==> config.mk <==
export PLATFORM = sky130hd
export DESIGN_NAME = adma_sequencer
export DESIGN_NICKNAME = d
export VERILOG_FILES = /design/src/rtl/adma_sequencer.sv
export SDC_FILE = /design/constraint.sdc
export NUM_CORES = 1
export LEC_CHECK = 0
export ABC_AREA = 1
export BUFFER_PORTS_ARGS = -buffer_cell sky130_fd_sc_hd__buf_4
export CAP_MARGIN = 20
export CORE_MARGIN = 5
export CORE_UTILIZATION = 36
export CTS_BUF_LIST = sky130_fd_sc_hd__clkbuf_4
export CTS_CLUSTER_DIAMETER = 120
export DETAILED_ROUTE_END_ITERATION = 10
export GPL_ROUTABILITY_DRIVEN = 0
export PLACE_DENSITY = 0.62
export SYNTH_ARGS = -nofsm -noshare
export SYNTH_HDL_FRONTEND = slang
export SYNTH_SLANG_ARGS = --single-unit
export TNS_END_PERCENT = 1
==> constraint.sdc <==
create_clock -name CLK -period 2.4 [get_ports CLK]
set_input_delay 0 -clock CLK [delete_from_list [all_inputs] [get_ports CLK]]
set_output_delay 0 -clock CLK [all_outputs]
set_load 0.02 [all_outputs]
==> src/rtl/adma_sequencer.sv <==
// ADMA2 descriptor engine: fetches 4-word descriptors, decodes them and sequences
// the transfer datapath, sharing the RAM port while fetch_active is high.
module adma_sequencer #(
  parameter int unsigned ADDR_W = 64,
  parameter int unsigned DATA_W = 32
) (
  input  logic              CLK,
  input  logic              RESET_L,
  input  logic              adma_start,
  input  logic              adma_stop,
  input  logic              dir_in,
  input  logic [ADDR_W-1:0] desc_base,
  output logic              ram_read,
  output logic [ADDR_W-1:0] ram_address,
  input  logic [DATA_W-1:0] data_from_ram,
  output logic              fetch_active,
  output logic              start_transfer,
  output logic              direction,
  output logic [ADDR_W-1:0] address,
  output logic [15:0]       length,
  input  logic              TFC,
  output logic              busy,
  output logic              done,
  output logic              int_req,
  output logic              error,
  output logic [1:0]        err_state,
  output logic [ADDR_W-1:0] desc_ptr
);

  localparam logic [1:0] ST_STOP = 2'b00;
  localparam logic [1:0] ST_FDS  = 2'b01;
  localparam logic [1:0] ST_CADR = 2'b10;
  localparam logic [1:0] ST_TFR  = 2'b11;
  localparam logic [1:0] ACT_TRAN = 2'b10;
  localparam logic [1:0] ACT_LINK = 2'b11;

  logic [1:0]        state_q, state_d;
  logic [2:0]        cnt_q, cnt_d;
  logic              d_valid_q, d_valid_d, d_end_q, d_end_d, d_int_q, d_int_d;
  logic [1:0]        d_act_q, d_act_d;
  logic [15:0]       d_len_q, d_len_d;
  logic [DATA_W-1:0] d_lo_q, d_lo_d, d_hi_q, d_hi_d;
  logic [ADDR_W-1:0] desc_ptr_q, desc_ptr_d, address_q, address_d;
  logic [15:0]       length_q, length_d;
  logic              dir_q, dir_d, stop_pend_q, stop_pend_d;
  logic              start_q, start_d, done_q, done_d, int_req_q, int_req_d;
  logic              error_q, error_d;
  logic [1:0]        err_state_q, err_state_d;
  logic [ADDR_W-1:0] d_addr;
  logic              launch;

  assign d_addr = ADDR_W'({d_hi_q, d_lo_q});
  assign launch = d_valid_q && (d_act_q == ACT_TRAN) && (d_len_q != 16'd0);

  always_comb begin
    state_d     = state_q;
    cnt_d       = cnt_q;
    d_valid_d   = d_valid_q;
    d_end_d     = d_end_q;
    d_int_d     = d_int_q;
    d_act_d     = d_act_q;
    d_len_d     = d_len_q;
    d_lo_d      = d_lo_q;
    d_hi_d      = d_hi_q;
    desc_ptr_d  = desc_ptr_q;
    address_d   = address_q;
    length_d    = length_q;
    dir_d       = dir_q;
    stop_pend_d = stop_pend_q;
    error_d     = error_q;
    err_state_d = err_state_q;
    start_d     = 1'b0;
    done_d      = 1'b0;
    int_req_d   = 1'b0;
    case (state_q)
      ST_STOP: begin
        if (adma_start) begin
          desc_ptr_d  = desc_base;
          dir_d       = dir_in;
          error_d     = 1'b0;
          err_state_d = 2'b00;
          stop_pend_d = 1'b0;
          cnt_d       = 3'd0;
          state_d     = ST_FDS;
        end
      end
      ST_FDS: begin
        if (adma_stop) begin
          state_d = ST_STOP;
        end else begin
          cnt_d = cnt_q + 3'd1;
          // Word k-1 is on the bus while cnt_q == k; W3 is reserved and dropped.
          case (cnt_q)
            3'd1: begin
              d_valid_d = data_from_ram[0];
              d_end_d   = data_from_ram[1];
              d_int_d   = data_from_ram[2];
              d_act_d   = data_from_ram[5:4];
              d_len_d   = data_from_ram[31:16];
            end
            3'd2: d_lo_d = data_from_ram;
            3'd3: d_hi_d = data_from_ram;
            3'd4: begin
              cnt_d   = 3'd0;
              state_d = ST_CADR;
              if (launch) begin
                start_d   = 1'b1;
                address_d = d_addr;
                length_d  = d_len_q;
              end
            end
            default: ;
          endcase
        end
      end
      ST_CADR: begin
        if (adma_stop) begin
          state_d = ST_STOP;
        end else if (!d_valid_q) begin
          error_d     = 1'b1;
          err_state_d = ST_FDS;
          state_d     = ST_STOP;
        end else if (launch) begin
          state_d = ST_TFR;
        end else begin
          desc_ptr_d = (d_act_q == ACT_LINK) ? d_addr : desc_ptr_q + ADDR_W'(4);
          if (d_end_q) begin
            done_d  = 1'b1;
            state_d = ST_STOP;
          end else begin
            state_d = ST_FDS;
          end
        end
      end
      ST_TFR: begin
        if (adma_stop) stop_pend_d = 1'b1;
        if (TFC) begin
          int_req_d = d_int_q;
          if (stop_pend_q || adma_stop) begin
            state_d = ST_STOP;
          end else if (d_end_q) begin
            done_d  = 1'b1;
            state_d = ST_STOP;
          end else begin
            desc_ptr_d = desc_ptr_q + ADDR_W'(4);
            state_d    = ST_FDS;
          end
        end
      end
      default: state_d = ST_STOP;
    endcase
  end

  always_ff @(posedge CLK) begin
    if (!RESET_L) begin
      state_q     <= ST_STOP;
      cnt_q       <= 3'd0;
      d_valid_q   <= 1'b0;
      d_end_q     <= 1'b0;
      d_int_q     <= 1'b0;
      d_act_q     <= 2'b00;
      d_len_q     <= 16'd0;
      d_lo_q      <= '0;
      d_hi_q      <= '0;
      desc_ptr_q  <= '0;
      address_q   <= '0;
      length_q    <= 16'd0;
      dir_q       <= 1'b0;
      stop_pend_q <= 1'b0;
      start_q     <= 1'b0;
      done_q      <= 1'b0;
      int_req_q   <= 1'b0;
      error_q     <= 1'b0;
      err_state_q <= 2'b00;
    end else begin
      state_q     <= state_d;
      cnt_q       <= cnt_d;
      d_valid_q   <= d_valid_d;
      d_end_q     <= d_end_d;
      d_int_q     <= d_int_d;
      d_act_q     <= d_act_d;
      d_len_q     <= d_len_d;
      d_lo_q      <= d_lo_d;
      d_hi_q      <= d_hi_d;
      desc_ptr_q  <= desc_ptr_d;
      address_q   <= address_d;
      length_q    <= length_d;
      dir_q       <= dir_d;
      stop_pend_q <= stop_pend_d;
      start_q     <= start_d;
      done_q      <= done_d;
      int_req_q   <= int_req_d;
      error_q     <= error_d;
      err_state_q <= err_state_d;
    end
  end

  assign fetch_active   = (state_q == ST_FDS);
  assign ram_read       = fetch_active && !cnt_q[2];
  assign ram_address    = fetch_active ? desc_ptr_q + ADDR_W'(cnt_q) : '0;
  assign busy           = (state_q != ST_STOP);
  assign start_transfer = start_q;
  assign direction      = dir_q;
  assign address        = address_q;
  assign length         = length_q;
  assign done           = done_q;
  assign int_req        = int_req_q;
  assign error          = error_q;
  assign err_state      = err_state_q;
  assign desc_ptr       = desc_ptr_q;

endmodule

==> out/qor.txt <==
Initial antenna violation count: 5
Final Worst Setup Slack: -0.593 ns
Slew @ Worst Pin: 0.922 ns
Initial DRC count: 1401
RSZ-0062 raised after global routing: true
Yosys top cell by area: dfxtp_1
Type of origin of the critical path: flop
Crit Reg-Reg Endpoint: address[58]
Final slew viol count: 0
Post-layout net count: 2644
Die Height: 201 um
Violated checks: negative setup slack
Critical path type: flop to output pin
Final cell count without fillers: 3046
# Max-Cap Violations: 0
Synthesized area: 0.0132 mm^2
Power Density: 688 mW/mm^2
Critical Path Max Stage Delay: 0.36 ns
Cells after synthesis: 2056
Largest net degree at the start of global routing: 105
Slew headroom: 0.386
CTS max path bufs: 3
CP arrival: 2.99 ns
Status: finished with violations
Warnings, synthesis: 0
Hold Crit Class: primary input to flop
Distinct cells, synth: 47
Initial Util: 0.362
Dominant cells by area after synthesis: dfxtp_1, o21ai_0, nor2_1
TritonCTS sink count: 240
Layout cells sized above 1: 0.257
CTS tree: done
Crit path cell chain: ha_4 > inv_2 > fa_2 > inv_2 > nand2_2 > nand2_2 > nand2_4 > nor2_4 > buf_4 > buf_4 > nand2_2 > nor3_1 > nor3_2 > buf_4
TNS Setup: -18.12 ns
Row cnt: 70
Worst reg2reg startpoint: d_len_q[3]
Register area: 0.00484 mm^2
CP max FO: 4
CP Capture Type: output pin
Post-synth EDFFs: 0
Worst Path Buf+Inv: 5
Post-Route WL: 61900 um
Post-synth ARST share: 0
CP max stage cell: dfxtp_2
Worst reg2reg setup slack: 0.16 ns
Clock Skew: 0.0615 ns
Place WS: -0.0811 ns
Grt total ovfl: 0
Critical Path RT: 2.40 ns
Max IR drop VDD: 0.400 mV
Area growth, synth to finish: 42.3%
Final antenna-violating net count: 0
Main flop type after synthesis: dfxtp_1
Vias per cell: 5.40
Fin crit share: 1.25
Reg clk slew, reported paths: 0.07 ns
Area occupied by multi-input gates: 0.00743 mm^2
Crit path to: ram_address[56]
Drt first pass iters: 5
Core area: 0.0364 mm^2
GRT Resource Usage Total: 0.292
Vias post-DR: 16448
DRC: 0
Post-Syn Area per Cell: 6.42 um^2
H-tree levels: 3
Post-DP HPWL: 46800 um
Vias in the first global route: 15975
Num CTS Buffers: 67
Global-route wire length before repair: 92700 um
FF+latch count, synth: 240
Fin. Hold Viols: 0
Net count after synthesis: 2168
Max Freq: 334 MHz
R2R cell count: 10
Clk Latency, worst-skew pair: 0.72 ns
CTS root buffer: clkbuf_4
Post-synthesis sequential area ratio: 0.364
FILL cells: 3707
CP top delay family: simple AND/OR/NAND/NOR gates
Top-area cell type share of the netlist area: 0.364
Pwr Total: 12900 uW
Critical path startpoint: desc_ptr[0]
Number of I/O pins: 320
Final Setup Violations: 58
Port bufs: 318
Chip width: 201 um
Die ar.: 0.0406 mm^2
DR WL/cell: 20.3 um
Placed insts: 2825
Total leakage power: 0.00761 uW
WP depth: 14
Minimum clock period: 2.99 ns
==> routing by layer <==
metal | track usage | vias to the layer above | share of wire
li1 | - | 7751 | -
met1 | 0.363 | 7568 | 0.39
met2 | 0.466 | 926 | 0.45
met3 | 0.0778 | 199 | 0.10
met4 | 0.150 | 4 | 0.057
met5 | 0 | - | 0.00042
==> layout by cell type (no fill, tap or decap), drive strengths merged <==
master and instances:
a21o 1, bufinv 3, nor3b 1, a21oi 225, nand3b 3, conb 1
fa 1, ha 9, xnor2 3, a211oi 3, diode 6, nor2 377
clkinv 14, nor4 4, o21ai 311, and2 1, dlygate4sd3 101, dfxtp 240
a31oi 9, o21bai 4, buf 409, inv 230, xor2 12, a22oi 2
o21a 5, a31o 1, or2 2, nand3 87, clkbuf 93, nand2 321
o311ai 1, o211ai 4, nand4 36, a22o 19, o221ai 3, nor3 36
==> cells in the mapped netlist, types with 2 or more instances <==
cell,count
nor3_1,32
nor2_1,342
a22o_1,19
nand4_1,35
nand3b_1,3
xnor2_1,3
nand2_2,6
a22oi_1,2
o21bai_1,4
buf_4,3
dfxtp_1,240
clkbuf_1,64
nand3_1,85
nor2_4,7
nor2_2,27
inv_1,217
inv_2,12
o21a_1,5
nand2_1,315
o221ai_1,3
xor2_1,12
a211oi_1,3
buf_2,33
buf_1,2
nor4_1,4
o21ai_1,25
a31oi_1,9
o21ai_0,286
nand3_2,2
a21oi_1,225
ha_1,9
o211ai_1,4
nor3_2,4
==> worst min-delay path, cell delays in order <==
cell	delay (ns)
buf_4	0.11
nand2_1	0.13
o21ai_1	0.18
a21oi_1	0.14
or2_0	0.11
a21oi_1	0.07
==> layout make-up <==
class / count / area share
clock buffers: 93 / 0.0372
well taps: 468 / 0.0312
flip-flops and latches: 240 / 0.258
inverters: 231 / 0.0464
multi-input cells: 1482 / 0.396
clock inverters: 16 / 0.00793
diodes: 6 / 0.000800
repair buffers: 510 / 0.223
==> state kept, by name (all words and copies together), names as in the netlist, 2 cells and up <==
| name | count |
|---|---|
| address | 64 |
| cnt_q | 3 |
| d_act_q | 2 |
| d_hi_q | 32 |
| d_len_q | 16 |
| d_lo_q | 32 |
| desc_ptr | 64 |
| length | 16 |
| state_q | 2 |
==> timing repair <==
item,in CTS,in global routing
setup buffers,2,3
hold buffers,101,0
pin swaps,12,10
gates resized for setup,90,42
endpoints found under the setup margin,61,62
endpoints found under the hold margin,186,0
==> where the power goes <==
| group | internal, uW | switching [uW] |
|---|---|---|
| clock | 2100 | 1830 |
| sequential | 4320 | 529 |
| combinational | 1540 | 2610 |
==> per-stage QoR <==
| step | hold WS (ns) | utilization | cell area, um^2 |
|---|---|---|---|
| finish | 0.0951 | 0.515 | 18800 |
| detailed placement | 0.252 | 0.452 | 16500 |
| global placement | 0.242 | 0.452 | 16500 |
| floorplan | 0.123 | - | 13200 |
| CTS | 0.0181 | 0.511 | 18600 |
| global route | 0.105 | 0.515 | 18800 |
==> logic make-up after synthesis <==
family                   count (synthesis)  share of synthesized area
flip-flops                             240                      0.364
other                                    1                   0.000284
AND/OR/NAND/NOR                        868                      0.282
AO/OA/AOI/OAI                          588                      0.234
buffers and inverters                  334                     0.0992
adder cells (fa/ha/maj)                 10                     0.0101
XOR/XNOR                                15                    0.00996
==> how the worst min path moves through the flow <==
stage                        startpoint  depth (start not counted)           end
after floorplan                     TFC                          2       int_req
after global placement           dir_in                          3     direction
after detailed placement         dir_in                          3     direction
after CTS                 desc_base[29]                          6  desc_ptr[29]
after global routing      desc_base[29]                          6  desc_ptr[29]
final                     desc_base[29]                          6  desc_ptr[29]
Power figures use the tool's default switching activity.
